[src/rtl/md_seg_scan_4digit_pkg.sv]
// Shared constants, buffer type and hex-to-segment decode for the 4-digit scanner.
package md_seg_pkg;

  localparam int NUM_DIG = 4;
  localparam int NUM_HEX = 16;

  // Segment patterns {g,f,e,d,c,b,a}, active-high, indexed by hex value 0..F.
  localparam logic [6:0] SEG_TABLE [NUM_HEX] = '{
    7'h3F, 7'h06, 7'h5B, 7'h4F, 7'h66, 7'h6D, 7'h7D, 7'h07,
    7'h7F, 7'h6F, 7'h77, 7'h7C, 7'h39, 7'h5E, 7'h79, 7'h71
  };

  // One display image: four hex digits plus their decimal points.
  typedef struct packed {
    logic [4*NUM_DIG-1:0] dig;
    logic [NUM_DIG-1:0]   dp;
  } disp_buf_t;

  function automatic logic [6:0] hex2seg(input logic [3:0] hex);
    return SEG_TABLE[hex];
  endfunction

endpackage

[src/rtl/md_seg_scan_4digit_hex2seg.sv]
// Combinational hex digit to active-high 7-segment pattern.
module md_hex2seg
  import md_seg_pkg::*;
(
  input  logic [3:0] hex_i,
  output logic [6:0] seg_o
);

  assign seg_o = hex2seg(hex_i);

endmodule

[src/rtl/md_seg_scan_4digit.sv]
// 4-digit multiplexed 7-segment scanner with frame-aligned double buffering.
module md_seg_scan_4digit
  import md_seg_pkg::*;
#(
  parameter int unsigned SCAN_DIV   = 50000,
  parameter int unsigned DEAD_CYC   = 2,
  parameter int unsigned ACTIVE_LOW = 1,
  parameter int unsigned BLANK_LZ   = 1
) (
  input  logic        clk,
  input  logic        rst,
  input  logic        din_valid,
  input  logic [15:0] din,
  input  logic [3:0]  dp_in,
  output logic [6:0]  seg,
  output logic        dp,
  output logic [3:0]  an,
  output logic        frame_done
);

  localparam int unsigned DIV_W = (SCAN_DIV > 1) ? $clog2(SCAN_DIV) : 1;
  localparam logic [DIV_W-1:0] DIV_LAST = DIV_W'(SCAN_DIV - 1);
  localparam logic [DIV_W-1:0] DEAD_LIM = DIV_W'(DEAD_CYC);
  localparam logic [NUM_DIG-1:0] AN_OFF  = (ACTIVE_LOW != 0) ? '1 : '0;
  localparam logic [6:0]         SEG_OFF = (ACTIVE_LOW != 0) ? '1 : '0;
  localparam logic               DP_OFF  = (ACTIVE_LOW != 0);

  logic [DIV_W-1:0]   div_cnt_q, div_cnt_d;
  logic [1:0]         idx_q, idx_d;
  disp_buf_t          pending_q, pending_d;
  disp_buf_t          committed_q, committed_d;
  logic               frame_done_q, frame_done_d;
  logic [NUM_DIG-1:0] an_q, an_d;
  logic [6:0]         seg_q, seg_d;
  logic               dp_q, dp_d;

  logic               slot_end;
  logic               frame_wrap;
  logic [3:0]         cur_dig;
  logic [6:0]         cur_seg;
  logic [NUM_DIG-1:0] blank;

  assign cur_dig = committed_q.dig[{idx_q, 2'b00} +: 4];

  md_hex2seg u_hex2seg (
    .hex_i (cur_dig),
    .seg_o (cur_seg)
  );

  // Leading-zero mask: digit k blanks when it and every higher digit are zero.
  always_comb begin
    logic lz;
    blank = '0;
    lz    = 1'b1;
    for (int k = NUM_DIG - 1; k >= 1; k--) begin
      lz       = lz & (committed_q.dig[4*k +: 4] == 4'h0);
      blank[k] = lz & (BLANK_LZ != 0);
    end
  end

  // Scan divider, buffer commit at the 3->0 wrap, and next output image.
  always_comb begin
    logic [NUM_DIG-1:0] an_on;
    logic [6:0]         seg_on;

    slot_end   = (div_cnt_q == DIV_LAST);
    frame_wrap = slot_end && (idx_q == 2'd3);

    div_cnt_d = slot_end ? '0 : div_cnt_q + DIV_W'(1);
    idx_d     = slot_end ? idx_q + 2'd1 : idx_q;

    // Routing commit through pending_d gives the same-cycle bypass for free.
    pending_d = pending_q;
    if (din_valid) begin
      pending_d.dig = din;
      pending_d.dp  = dp_in;
    end
    committed_d  = frame_wrap ? pending_d : committed_q;
    frame_done_d = frame_wrap;

    an_on  = (div_cnt_q < DEAD_LIM) ? '0 : (NUM_DIG'(1) << idx_q);
    seg_on = blank[idx_q] ? 7'h00 : cur_seg;

    an_d  = (ACTIVE_LOW != 0) ? ~an_on  : an_on;
    seg_d = (ACTIVE_LOW != 0) ? ~seg_on : seg_on;
    dp_d  = (ACTIVE_LOW != 0) ? ~committed_q.dp[idx_q] : committed_q.dp[idx_q];
  end

  // State and output registers with synchronous reset.
  always_ff @(posedge clk) begin
    if (rst) begin
      div_cnt_q    <= '0;
      idx_q        <= '0;
      pending_q    <= '0;
      committed_q  <= '0;
      frame_done_q <= 1'b0;
      an_q         <= AN_OFF;
      seg_q        <= SEG_OFF;
      dp_q         <= DP_OFF;
    end else begin
      div_cnt_q    <= div_cnt_d;
      idx_q        <= idx_d;
      pending_q    <= pending_d;
      committed_q  <= committed_d;
      frame_done_q <= frame_done_d;
      an_q         <= an_d;
      seg_q        <= seg_d;
      dp_q         <= dp_d;
    end
  end

  assign an         = an_q;
  assign seg        = seg_q;
  assign dp         = dp_q;
  assign frame_done = frame_done_q;

endmodule

[config.mk]
export PLATFORM = sky130hd
export DESIGN_NAME = md_seg_scan_4digit
export DESIGN_NICKNAME = d
export VERILOG_FILES = /design/src/rtl/md_seg_scan_4digit_pkg.sv /design/src/rtl/md_seg_scan_4digit_hex2seg.sv /design/src/rtl/md_seg_scan_4digit.sv
export SDC_FILE = /design/constraint.sdc
export NUM_CORES = 1
export LEC_CHECK = 0
export ABC_AREA = 1
export CAP_MARGIN = 10
export CORE_MARGIN = 4
export CORE_UTILIZATION = 50
export CTS_BUF_LIST = sky130_fd_sc_hd__clkbuf_8 sky130_fd_sc_hd__clkbuf_16
export DETAILED_ROUTE_END_ITERATION = 12
export MAX_ROUTING_LAYER = met4
export PLACE_DENSITY_LB_ADDON = 0.15
export SYNTH_ARGS = -nofsm -noshare
export SYNTH_HDL_FRONTEND = slang
export SYNTH_HIERARCHICAL = 1
export SYNTH_SLANG_ARGS = --single-unit
[constraint.sdc]
create_clock -name clk -period 2.27 [get_ports clk]
set_input_delay 0.681 -clock clk [delete_from_list [all_inputs] [get_ports clk]]
set_output_delay 0.681 -clock clk [all_outputs]
set_load 0.005 [all_outputs]
Yosys cells after proc, flatten, opt, wreduce, memory -nomap -nowiden
Memory sizes are Yosys's and may differ from the RTL's.
Cells that the tools add are included.

word-level totals
  register bits = 71
  memory bits (read-only) = 112
  input port bits = 23
  output and inout port bits = 13
  logic and storage cells = 40
  memories = 1

operators by class
  add/subtract/negate cells = 2
  order comparisons = 3
  equality and inequality tests = 2
  shifts and indexed selects = 2
  mux-type cells = 9
  bitwise gates (word level) = 6
  reductions and logical operators = 5

memories
  memory           depth  width  rd ports  clocked after memory_dff  write ports  line                          RTL
  (no name shown)  16     7      1         0                         0            md_seg_scan_4digit_pkg.sv:20  return SEG_TABLE[hex];

operator list
  kind                                                                           count
  7-bit 2-to-1 mux                                                               3
  20-bit 2-to-1 mux                                                              1
  16-bit by 1-bit adder with 16-bit output, second input constant                1
  16-bit equality test, second input constant                                    1
  16-bit by 2-bit less-than comparator with 1-bit output, second input constant  1
  16-bit by 5-bit variable part select with 4-bit output                         1
  4-bit zero test                                                                3
  7-bit NOT                                                                      1
  5-bit >= comparator, second input constant                                     1
  4-bit NOT with 5-bit output                                                    1
  1-bit binary-select mux with 2-bit select                                      2
  4-bit 2-to-1 mux                                                               1
  4-bit NOT                                                                      1
  1-bit by 2-bit left shift with 4-bit output, first input constant              1
  2-bit by 3-bit less-than comparator with 1-bit output, second input constant   1
  2-bit by 1-bit adder with 2-bit output, second input constant                  1
  1-bit bitwise AND                                                              2
  2-bit equality test, second input constant                                     1
  1-bit 2-to-1 mux                                                               2
  2-bit OR reduction                                                             1
  1-bit logical AND                                                              1
  1-bit NOT                                                                      1

Depth between registers and ports, before layout
Gate-level depths: netlist (run 1).

  depth after elaboration = 7
  gate-level depth with buffers = 13
  depth with buffers taken out = 12

Hierarchy
Netlist (run 1), hierarchy kept.

by module, submodules not included
  module              times used  cells an instance  area each (um2)  sequential area each (um2)
  md_seg_scan_4digit  1           452                3115.5           1421.4
  md_hex2seg          1           52                 270.3            0.0

Worst setup path after synthesis (run 1)
No wires, ideal clock.

  path kind = register to register
  start point = reg idx_q[0]
  end point = reg seg_q[3] (netlist: seg[3])
  setup time = 0.130 ns
  arrival time = 1.796 ns
  slack = 0.344 ns
  stages on the path, launching flop included = 12
  path buffers = 1
  clock period less this slack = 1.926 ns
  cells stage by stage = dfxtp_1 inv_1 clkbuf_1 a21oi_1 a21oi_1 inv_1 ha_1 nand2_1 o21ai_0 nand2_1 nand2_1 nand3_1

between the ends
  longest elaborated chain between the ends = 7
  elaborated cells between the ends (all ways) = 9

ends and longest elaborated chain
  element                                                 line                          RTL
  start: declaration                                      md_seg_scan_4digit.sv:29      logic [1:0] idx_q, idx_d;
  start signal: assignment                                md_seg_scan_4digit.sv:102     idx_q <= idx_d;
  16-bit by 5-bit variable part select with 4-bit output  md_seg_scan_4digit.sv:43      assign cur_dig = committed_q.dig[{idx_q, 2'b00} +: 4];
  via cur_dig[1]                                          md_seg_scan_4digit.sv:39      logic [3:0] cur_dig;
  4-bit NOT with 5-bit output (implied by the code)       md_seg_scan_4digit_pkg.sv:20
  memory read 16 x 7 bit                                  -
  7-bit 2-to-1 mux (implied by the code) (2 in series)    md_seg_scan_4digit_pkg.sv:20
  via cur_seg[3]                                          md_seg_scan_4digit.sv:40      logic [6:0] cur_seg;
  7-bit 2-to-1 mux                                        md_seg_scan_4digit.sv:82      seg_on = blank[idx_q] ? 7'h00 : cur_seg;
  7-bit NOT                                               md_seg_scan_4digit.sv:85      seg_d = (ACTIVE_LOW != 0) ? ~seg_on : seg_on;
  end signal: assignment                                  md_seg_scan_4digit.sv:107     seg_q <= seg_d;
  end: declaration                                        md_seg_scan_4digit.sv:34      logic [6:0] seg_q, seg_d;

The timed path passes the listed nets, and every way through them passes these cells. The select of a mux whose other input is x is not followed.
A chain may end at the register's enable or synchronous reset.

Worst setup path after layout (run 1)
  start point = reg idx_q[0]
  end point = reg seg_q[1] (netlist: seg[1])

Same word-level chain as after synthesis.

==> results.py, run 1 <==
metrics = {
    "floorplanning": {
        "die_w_um": 90.29,
        "io_pins": 36,
        "die_area_sq_mm": 0.008152,
        "start_util_pct": 52.42,
        "core_region_area_sq_mm": 0.006459,
        "rows": 29,
        "die_h_um": 90.29,
    },
    "global_route": {
        "grt_pass1_vias": 2688,
        "grtUsageTotal_pct": 17.21,
        "overflow": 0,
        "grt_max_degree": 41,
        "antenna_found_initial": 0,
        "grt_pass1_wl_um": 11470,
    },
    "route": {
        "wirelength_um": 6397,
        "routedWlPerCell_um": 10.25,
        "dr.pass1.iters": 4,
        "first_iter_violations": 131,
        "ant_nets": 0,
        "vias_per_cell": 4.761,
        "drc": 0,
        "vias": 2971,
    },
    "run": {
        "cap_viol_max_count": 0,
    },
    "cts": {
        "cts_setup_buffers": 0,
        "root_buffer": "clkbuf_8",
        "clk_pin_slew_ns": 0.07,
        "numCtsBuffers": 9,
        "clockBufferDepth": 2,
        "cts_tree": "built",
        "htreeDepth": 3,
        "clock_latency_ns": 0.34,
        "clkSinkCount": 71,
    },
    "sta": {
        "period_share_pct": 86.43,
        "hold_viol": 0,
        "setup_viol": 0,
        "fin_crit_ns": 1.962,
        "tightest_slew_ns": 0.8409,
        "max_slew_margin_pct": 43.46,
        "maxSlewViolCount": 0,
        "fin_worst_skew_ns": 0.007528,
        "finalSetupTns_ns": 0,
        "setup_slack_ns": 0.3080,
        "max_freq_mhz": 509.7,
        "rsz0062_at_grt": "false",
    },
    "synthesis": {
        "ys_seq_area_share_pct": 41.98,
        "synth-seq-cells": 71,
        "synth_nets": 539,
        "synthCells": 504,
        "synth_area_leaders": "dfxtp_1 (42%), nand2_1 (13%), nor2_1 (9.3%)",
        "ys_types": 28,
        "yosys.area.top_type": "dfxtp_1",
        "avgSynthCellArea_sq_um": 6.718,
        "synth-warning-count": 6,
        "yosysTopAreaCellShare_pct": 41.98,
        "synth_area_sq_mm": 0.003386,
    },
    "power_and_ir_drop": {
        "ir_drop_mv": 0.3843,
        "p_per_area_mw_per_mm2": 601.5,
        "power.total_w": 0.002420,
        "leakage_nw": 1.912,
    },
    "placement": {
        "dpl.hpwl_um": 4559,
        "io_buffers": 35,
        "dpl_worst_slack_ns": 0.1236,
        "gp_congestion": 0.9401,
    },
    "critical_path": {
        "cp-end-kind": "flip-flop",
        "path_buf_inv": 2,
        "required_ns": 2.48,
        "critPathTopFamily": "compound AO/OA/AOI/OAI gates",
        "start_kind": "flip-flop",
        "path_class": "flip-flop to flip-flop",
        "cp_max_fo": 8,
        "crit_path_cell_trace": "inv_1 -> nor2_1 -> o31ai_1 -> inv_2 -> nand2_1 -> nand3_1 -> nand2_1 -> nand3_1",
        "cp_slowest_cell": "o31ai_1",
        "arrival_ns": 2.17,
        "slowest_delay_ns": 0.72,
    },
    "layout": {
        "area_growth_pct": 18.81,
        "nNetsFinal": 577,
        "diodes": 0,
        "drive_above_1_share_pct": 8.227,
    },
    "run_status": {
        "status": "finished, final reports clean",
    },
    "min_path": {
        "min_path_type": "flip-flop to flip-flop",
    },
}
kinds of logic after synthesis:
logic type	Yosys count	synth area share (%)
AOI/OAI and AO/OA	57	8.574
xor gates and xnor gates	4	1.035
adders and majority gates	12	4.434
buffers and inverters	104	12.19
DFF	71	41.98
and+or+nand+nor	256	31.78
cells in the final DEF, fill, tap and decap left out, drive strengths merged:
cell           netlist  final
clkdlybuf4s50        0     35
nor3                 3      3
bufinv               0      1
clkbuf              11      9
nor2                95     95
nand3b               1      1
inv                 85     86
ha                  12     12
dfxtp               71     71
o21ai               34     34
nand4               10     10
clkinv               1      5
a21oi               21     21
nand2              119    119
buf                  7     10
xnor2                1      1
nand3               26     26
o31ai                1      1
clkinvlp             0      1
or2                  1      1
nor4                 1      1
o21bai               1      1
xor2                 3      3
final timing paths:
| kind | from | end | slack (ns) | cells after the start |
|---|---|---|---|---|
| setup / recovery | idx_q[0] | seg[1] | 0.31 | 8 |
| hold / removal | div_cnt_q[0] | div_cnt_q[0] | 0.45 | 1 |
| setup reg to reg | idx_q[0] | seg[1] | 0.31 | 8 |
| hold reg to reg | div_cnt_q[0] | div_cnt_q[0] | 0.45 | 1 |
where the power goes:
part           internal, W  switching [W]
registers          0.00128      0.0000103
clock network     0.000499       0.000465
logic            0.0000821      0.0000825
layer usage:
| layer | wire length [um] | GRT usage [%] | up-vias |
|---|---|---|---|
| li1 | - | - | 1610 |
| met1 | 3175 | 21.46 | 1286 |
| met2 | 2819 | 26.76 | 64 |
| met3 | 258 | 3.000 | 11 |
| met4 | 144 | 8.929 | 0 |
| met5 | 0 | - | - |
per-stage QoR:
stage,util (%),std cells,instance area (sq um),hold slack [ns]
after detailed placement,59.30,608,3830,0.4387
after CTS,62.22,624,4019,0.4547
final,62.28,624,4023,0.4521
after floorplan,-,504,3386,0.4175
after global placement,59.30,608,3830,0.4314
after global routing,62.28,624,4023,0.4867
final cells by class:
cell class                 instances  area, sq um
clock buffer                       9        123.9
timing repair buffer              45        437.9
tap                               77        96.34
sequential                        71         1421
multi-input combinational        329         1555
inverter                          86        322.8
clock inverter                     7        65.06
fill                             615         2436
sequential cells by signal, summed over array words and instances (netlist names):
register / flops
committed_q: 20
div_cnt_q: 16
dp: 1
an: 4
seg: 7
pending_q: 20
frame_done: 1
idx_q: 2
cells in the mapped netlist:
| cell | count |
|---|---|
| buf_4 | 1 |
| nand4_1 | 10 |
| xor2_1 | 3 |
| xnor2_1 | 1 |
| o21ai_0 | 34 |
| nor2_1 | 84 |
| or2_2 | 1 |
| nor2_4 | 1 |
| nand2_2 | 3 |
| dfxtp_1 | 71 |
| ha_1 | 12 |
| buf_1 | 1 |
| nand2_1 | 116 |
| inv_1 | 83 |
| buf_6 | 2 |
| nor2_2 | 10 |
| o21bai_1 | 1 |
| clkinv_1 | 1 |
| clkbuf_1 | 11 |
| buf_2 | 3 |
| nand3_1 | 25 |
| inv_2 | 2 |
| nor3_1 | 3 |
| o31ai_1 | 1 |
| a21oi_1 | 21 |
| nor4_1 | 1 |
| nand3b_1 | 1 |
| nand3_2 | 1 |
what timing repair did:
action / CTS / global route
endpoints found under the setup margin: 0 / 2
hold buffers: 0 / 0
gates resized for setup: 0 / 2
(Power assumes the default switching activity.)
==> inputs of run 2 (changes only) <==
--- a/config.mk
+++ b/config.mk
@@ -11,8 +11,10 @@
 export CORE_UTILIZATION = 50
 export CTS_BUF_LIST = sky130_fd_sc_hd__clkbuf_8 sky130_fd_sc_hd__clkbuf_16
 export DETAILED_ROUTE_END_ITERATION = 12
+export HOLD_SLACK_MARGIN = 0.03
 export MAX_ROUTING_LAYER = met4
 export PLACE_DENSITY_LB_ADDON = 0.15
+export SLEW_MARGIN = 30
 export SYNTH_ARGS = -nofsm -noshare
 export SYNTH_HDL_FRONTEND = slang
 export SYNTH_HIERARCHICAL = 1
==> constraint.sdc (replaced) <==
create_clock -name clk -period 1.8 [get_ports clk]
set_input_delay 0.54 -clock clk [delete_from_list [all_inputs] [get_ports clk]]
set_output_delay 0.54 -clock clk [all_outputs]
set_load 0.005 [all_outputs]
==> run 2 against run 1 <==
  * Final cell count rose by 0.80%
  * Die area is the same
  * Total power rose by 29%
  * First-iteration DRC count decreased by 19%
  * Clock-buffer cell count rose by 1
  * Highest routed layer unchanged
  * Core utilization increased by 1.7 points
  * Design area grew 2.7%
  * Global-route usage is 0.80 points higher
  * Worst setup slack lost 0.20 ns
  * Clock skew fell by 0.00063 ns
  * Flip-flop and latch count did not move
  * Routed wire length is 4.8% higher
==> results.py, run 2 (synthesis gave the netlist of run 1 again) <==
metrics = {
    "cts": {
        "cts_tree": "built",
        "clock_latency_ns": 0.34,
        "cts_hold_buf": 0,
        "root_buffer": "clkbuf_8",
        "numCtsBuffers": 9,
        "clkSinkCount": 71,
        "htreeDepth": 3,
        "clockBufferDepth": 2,
        "clk_pin_slew_ns": 0.08,
    },
    "placement": {
        "gp_congestion": 0.9356,
        "io_buffers": 35,
        "post-place-cells": 611,
        "dpl.hpwl_um": 4726,
    },
    "sta": {
        "max_freq_mhz": 591.2,
        "hold_viol": 0,
        "period_share_pct": 93.97,
        "setup_viol": 0,
        "fin_crit_ns": 1.691,
        "whs_ns": 0.4476,
        "max_slew_margin_pct": 70.60,
        "tightest_slew_ns": 0.4394,
        "maxSlewViolCount": 0,
        "fin_worst_skew_ns": 0.006899,
    },
    "layout": {
        "fin_cells": 629,
        "nNetsFinal": 582,
        "area_growth_pct": 22.06,
        "fin_util_pct": 63.99,
        "diodes": 0,
        "most-common-layout-cells": "nand2_1 (116), nor2_1 (84), inv_1 (80), dfxtp_1 (70), clkdlybuf4s50_1 (35)",
        "drive_above_1_share_pct": 10.33,
        "reg_top3": "committed_q: 20 flops, pending_q: 20 flops, div_cnt_q: 16 flops",
        "fill_cells": 597,
        "final_common_cell": "nand2_1",
    },
    "route": {
        "wirelength_um": 6707,
        "vias": 2984,
        "ant_nets": 0,
        "vias_per_cell": 4.744,
        "dr.pass1.iters": 4,
        "routedWlPerCell_um": 10.66,
        "drc": 0,
        "first_iter_violations": 106,
    },
    "power_and_ir_drop": {
        "p_per_area_mw_per_mm2": 752.8,
        "leakage_nw": 1.959,
        "ir_drop_mv": 0.4818,
    },
    "floorplanning": {
        "core_region_area_sq_mm": 0.006459,
        "rows": 29,
        "die_h_um": 90.29,
        "die_w_um": 90.29,
        "start_util_pct": 52.42,
        "die_area_sq_mm": 0.008152,
        "io_pins": 36,
    },
    "critical_path": {
        "critPathTopFamily": "buffers and inverters",
        "arrival_ns": 1.15,
        "path_class": "flip-flop to output port",
        "cp-end-kind": "output port",
        "cp_slowest_cell": "clkdlybuf4s50_1",
        "crit_path_cell_trace": "clkdlybuf4s50_1",
        "required_ns": 1.26,
        "path_buf_inv": 1,
        "cp_max_fo": 1,
        "r2r_slack_ns": 0.14,
        "slowest_delay_ns": 0.49,
        "start_kind": "flip-flop",
    },
    "global_route": {
        "overflow": 0,
        "grt_max_degree": 41,
        "antenna_found_initial": 0,
        "grt_pass1_wl_um": 11800,
        "grtUsageTotal_pct": 18.01,
        "grt_pass1_vias": 2718,
    },
    "run": {
        "cap_viol_max_count": 0,
    },
    "min_path": {
        "min_path_type": "flip-flop to flip-flop",
    },
    "run_status": {
        "status": "finished, final reports clean",
    },
}
## run 2: layout make-up
| cell class | instances | area (sq um) | share of cell area [%] |
|---|---|---|---|
| Clock buffer | 10 | 137.6 | 3.330 |
| Clock inverter | 6 | 60.06 | 1.453 |
| Inverter | 86 | 322.8 | 7.811 |
| Multi-Input combinational cell | 329 | 1577 | 38.15 |
| Sequential cell | 71 | 1423 | 34.42 |
| Tap cell | 77 | 96.34 | 2.331 |
| Timing Repair Buffer | 50 | 516.7 | 12.50 |
## run 2: where the power goes
group / switching [W] / leakage (nW) / internal [W]
logic: 0.000105 / 1.28 / 0.000109
registers: 0.0000132 / 0.581 / 0.00161
clock network: 0.000599 / 0.0981 / 0.000670
total: 0.000717 / 1.96 / 0.00239
## run 2: per-stage QoR
step | TNS, ns | area (sq um) | worst slack, ns | total power, W
after CTS | 0 | 4115 | 0.05780 | 0.003149
final | 0 | 4133 | 0.1086 | 0.003111
after floorplan | 0 | 3400 | 0.006529 | 0.001774
after global routing | -0.007677 | 4133 | -0.007677 | 0.003258
after detailed placement | -0.004410 | 3902 | -0.004410 | 0.001882
after global placement | 0 | 3902 | 0.003941 | 0.001876
## run 2: path summary, 6_finish.rpt
kind / startpoint / end / depth (start not counted)
setup reg to reg: idx_q[0] / seg[6] / 12
hold / removal: div_cnt_q[0] / div_cnt_q[0] / 1
hold reg to reg: div_cnt_q[0] / div_cnt_q[0] / 1
setup / recovery: seg[4] / seg[4] / 1
## run 2: per-layer routing
layer	part of all wire (%)	global-route usage, %	up-vias	wire, um
li1	-	-	1622	-
met1	49	22.51	1296	3299
met2	45	27.82	52	3000
met3	3.2	3.167	14	213
met4	2.9	9.566	0	195
met5	0	-	-	0
## run 2: repair_timing
action / in CTS / in global routing
endpoints found under the setup margin: 1 / 6
gates resized for setup: 0 / 11
setup buffers: 2 / 0
pin swaps: 0 / 1
==> inputs of run 3 (changes only) <==
==> constraint.sdc (replaced) <==
create_clock -name clk -period 2 [get_ports clk]
set_input_delay 0.6 -clock clk [delete_from_list [all_inputs] [get_ports clk]]
set_output_delay 0.6 -clock clk [all_outputs]
set_load 0.005 [all_outputs]
==> run 3 against run 2 <==
  * Final cell count unchanged
  * Register-to-register slack improved by 0.04 ns
  * Highest routed layer unchanged
  * Total power fell by 14%
  * Clock-buffer cell count up 1
  * Critical endpoint is now seg[3]
  * Design area decreased by 2.0%
  * Hold slack improved by 0.0044 ns
  * Core utilization is 1.3 points lower
  * Global-route usage down 0.30 points
  * Sequential power fell by 9.8%
  * Critical path depth up 10
==> results.py, run 3 (synthesis gave the netlist of run 1 again) <==
metrics = {
    "sta": {
        "maxSlewViolCount": 0,
        "max_freq_mhz": 548.3,
        "finalSetupTns_ns": 0,
        "fin_worst_skew_ns": 0.009961,
        "setup_slack_ns": 0.1762,
        "hold_viol": 0,
        "fin_crit_ns": 1.824,
        "setup_viol": 0,
        "max_slew_margin_pct": 62.87,
        "period_share_pct": 91.19,
        "tightest_slew_ns": 0.5536,
        "rsz0062_at_grt": "false",
    },
    "layout": {
        "fill_cells": 626,
        "final_common_cell": "nand2_1",
        "fin_util_pct": 62.69,
        "nNetsFinal": 582,
        "drive_above_1_share_pct": 8.696,
        "reg_top3": "committed_q: 20 flops, pending_q: 20 flops, div_cnt_q: 16 flops",
        "most-common-layout-cells": "nand2_1 (116), inv_1 (85), nor2_1 (84), dfxtp_1 (71), clkdlybuf4s50_1 (35)",
        "area_growth_pct": 19.59,
        "diodes": 0,
        "fin_cells": 629,
    },
    "global_route": {
        "grt_pass1_vias": 2763,
        "antenna_found_initial": 0,
        "grtUsageTotal_pct": 17.71,
        "grt_max_degree": 41,
        "overflow": 0,
        "grt_pass1_wl_um": 11650,
    },
    "cts": {
        "cts_tree": "built",
        "clk_pin_slew_ns": 0.07,
        "root_buffer": "clkbuf_8",
        "cts_hold_buf": 0,
        "clockBufferDepth": 2,
        "htreeDepth": 3,
        "numCtsBuffers": 9,
        "clock_latency_ns": 0.36,
        "clkSinkCount": 71,
    },
    "floorplanning": {
        "die_w_um": 90.29,
        "die_area_sq_mm": 0.008152,
        "start_util_pct": 52.42,
        "die_h_um": 90.29,
        "rows": 29,
        "io_pins": 36,
        "core_region_area_sq_mm": 0.006459,
    },
    "route": {
        "dr.pass1.iters": 5,
        "first_iter_violations": 94,
        "vias_per_cell": 4.769,
        "wirelength_um": 6624,
        "drc": 0,
        "ant_nets": 0,
        "vias": 3000,
        "routedWlPerCell_um": 10.53,
    },
    "critical_path": {
        "reg2reg_depth": 11,
        "cp_max_fo": 9,
        "r2r-start": "idx_q[0]",
        "r2r_slack_ns": 0.18,
        "required_ns": 2.23,
        "start_kind": "flip-flop",
        "path_class": "flip-flop to flip-flop",
        "worst_r2r_endpoint": "seg[3]",
        "cp-end-kind": "flip-flop",
        "arrival_ns": 2.05,
    },
    "placement": {
        "dpl.hpwl_um": 4830,
        "dpl_worst_slack_ns": 0.1205,
        "post-place-cells": 613,
        "gp_congestion": 0.9550,
        "io_buffers": 35,
    },
    "power_and_ir_drop": {
        "p_per_area_mw_per_mm2": 662.9,
        "ir_drop_mv": 0.4472,
        "leakage_nw": 1.940,
    },
    "run": {
        "cap_viol_max_count": 0,
    },
    "min_path": {
        "hold_depth": 1,
        "hold_end": "div_cnt_q[0]",
        "hp-start": "div_cnt_q[0]",
        "min_path_type": "flip-flop to flip-flop",
    },
    "run_status": {
        "status": "finished, final reports clean",
    },
}
==> run 3: changes by cell type in the layout (fill, tap and decap cells not counted), moves of 3 or more <==
cell,before,now
buf_4,10,14
inv_2,5,2
o21ai_1,4,0
buf_12,4,1
o21ai_0,30,34
inv_1,80,85
a21oi_2,3,0
a21oi_1,18,21
==> run 3: worst max-delay path by stage <==
stage / from / slack, ns / endpoint / depth (start not counted)
after CTS: idx_q[0] / 0.10 / seg[1] / 8
final: idx_q[0] / 0.18 / seg[3] / 11
after floorplan: idx_q[0] / 0.07 / seg[3] / 11
after detailed placement: idx_q[0] / 0.12 / seg[1] / 8
after global routing: idx_q[0] / 0.03 / seg[3] / 11
after global placement: din_valid / 0.13 / committed_q[14] / 6
==> run 3: worst max-delay path, cell delays in order (launching register included) <==
cell and delay [ns]:
dfxtp_1 0.32, inv_1 0.13, buf_4 0.19, nand2_1 0.06, a21oi_1 0.21, inv_1 0.13, ha_1 0.30, nand2_1 0.07
o21ai_0 0.10, nand2_1 0.06, nand2_1 0.06, nand3_1 0.06
==> run 3: where the power goes <==
part	internal, W	total, W	leakage, nW	switching, W
sequential	0.00145	0.00147	0.580	0.0000117
combinational	0.0000945	0.000190	1.26	0.0000957
clock	0.000504	0.00103	0.0977	0.000524
total	0.00205	0.00268	1.94	0.000631
==> run 3: area by class of cell <==
cell class	count	area, sq um	area share (%)
Timing Repair Buffer	50	475.5	11.74
Sequential cell	71	1421	35.11
Multi-Input combinational cell	329	1556	38.44
Tap cell	77	96.34	2.379
Clock inverter	5	25.02	0.6180
Clock buffer	11	151.4	3.739
Inverter	86	322.8	7.973
==> run 3: metrics by stage <==
step                      hold slack [ns]  power [W]  cell area (sq um)
after floorplan                    0.4175   0.001597               3386
after global placement             0.4315   0.001684               3867
after detailed placement           0.4433   0.001690               3867
after CTS                          0.4536   0.002706               4044
after global routing               0.4624   0.002793               4049
final                              0.4520   0.002684               4049
==> run 3: metal layers <==
layer  track usage [%]  up-vias  share of wire, %
met1             20.50     1316                49
met5                 -        -                 0
met4             9.311        0               1.8
met3             3.667        8               3.8
met2             28.94       49                46
li1                  -     1627                 -
==> run 3: timing repair <==
| action | 4_1_cts | 5_1_grt |
|---|---|---|
| setup buffers | 0 | 0 |
| endpoints found under the setup margin | 0 | 6 |
| gates resized for setup | 0 | 1 |
| hold endpoints to repair | 0 | 0 |
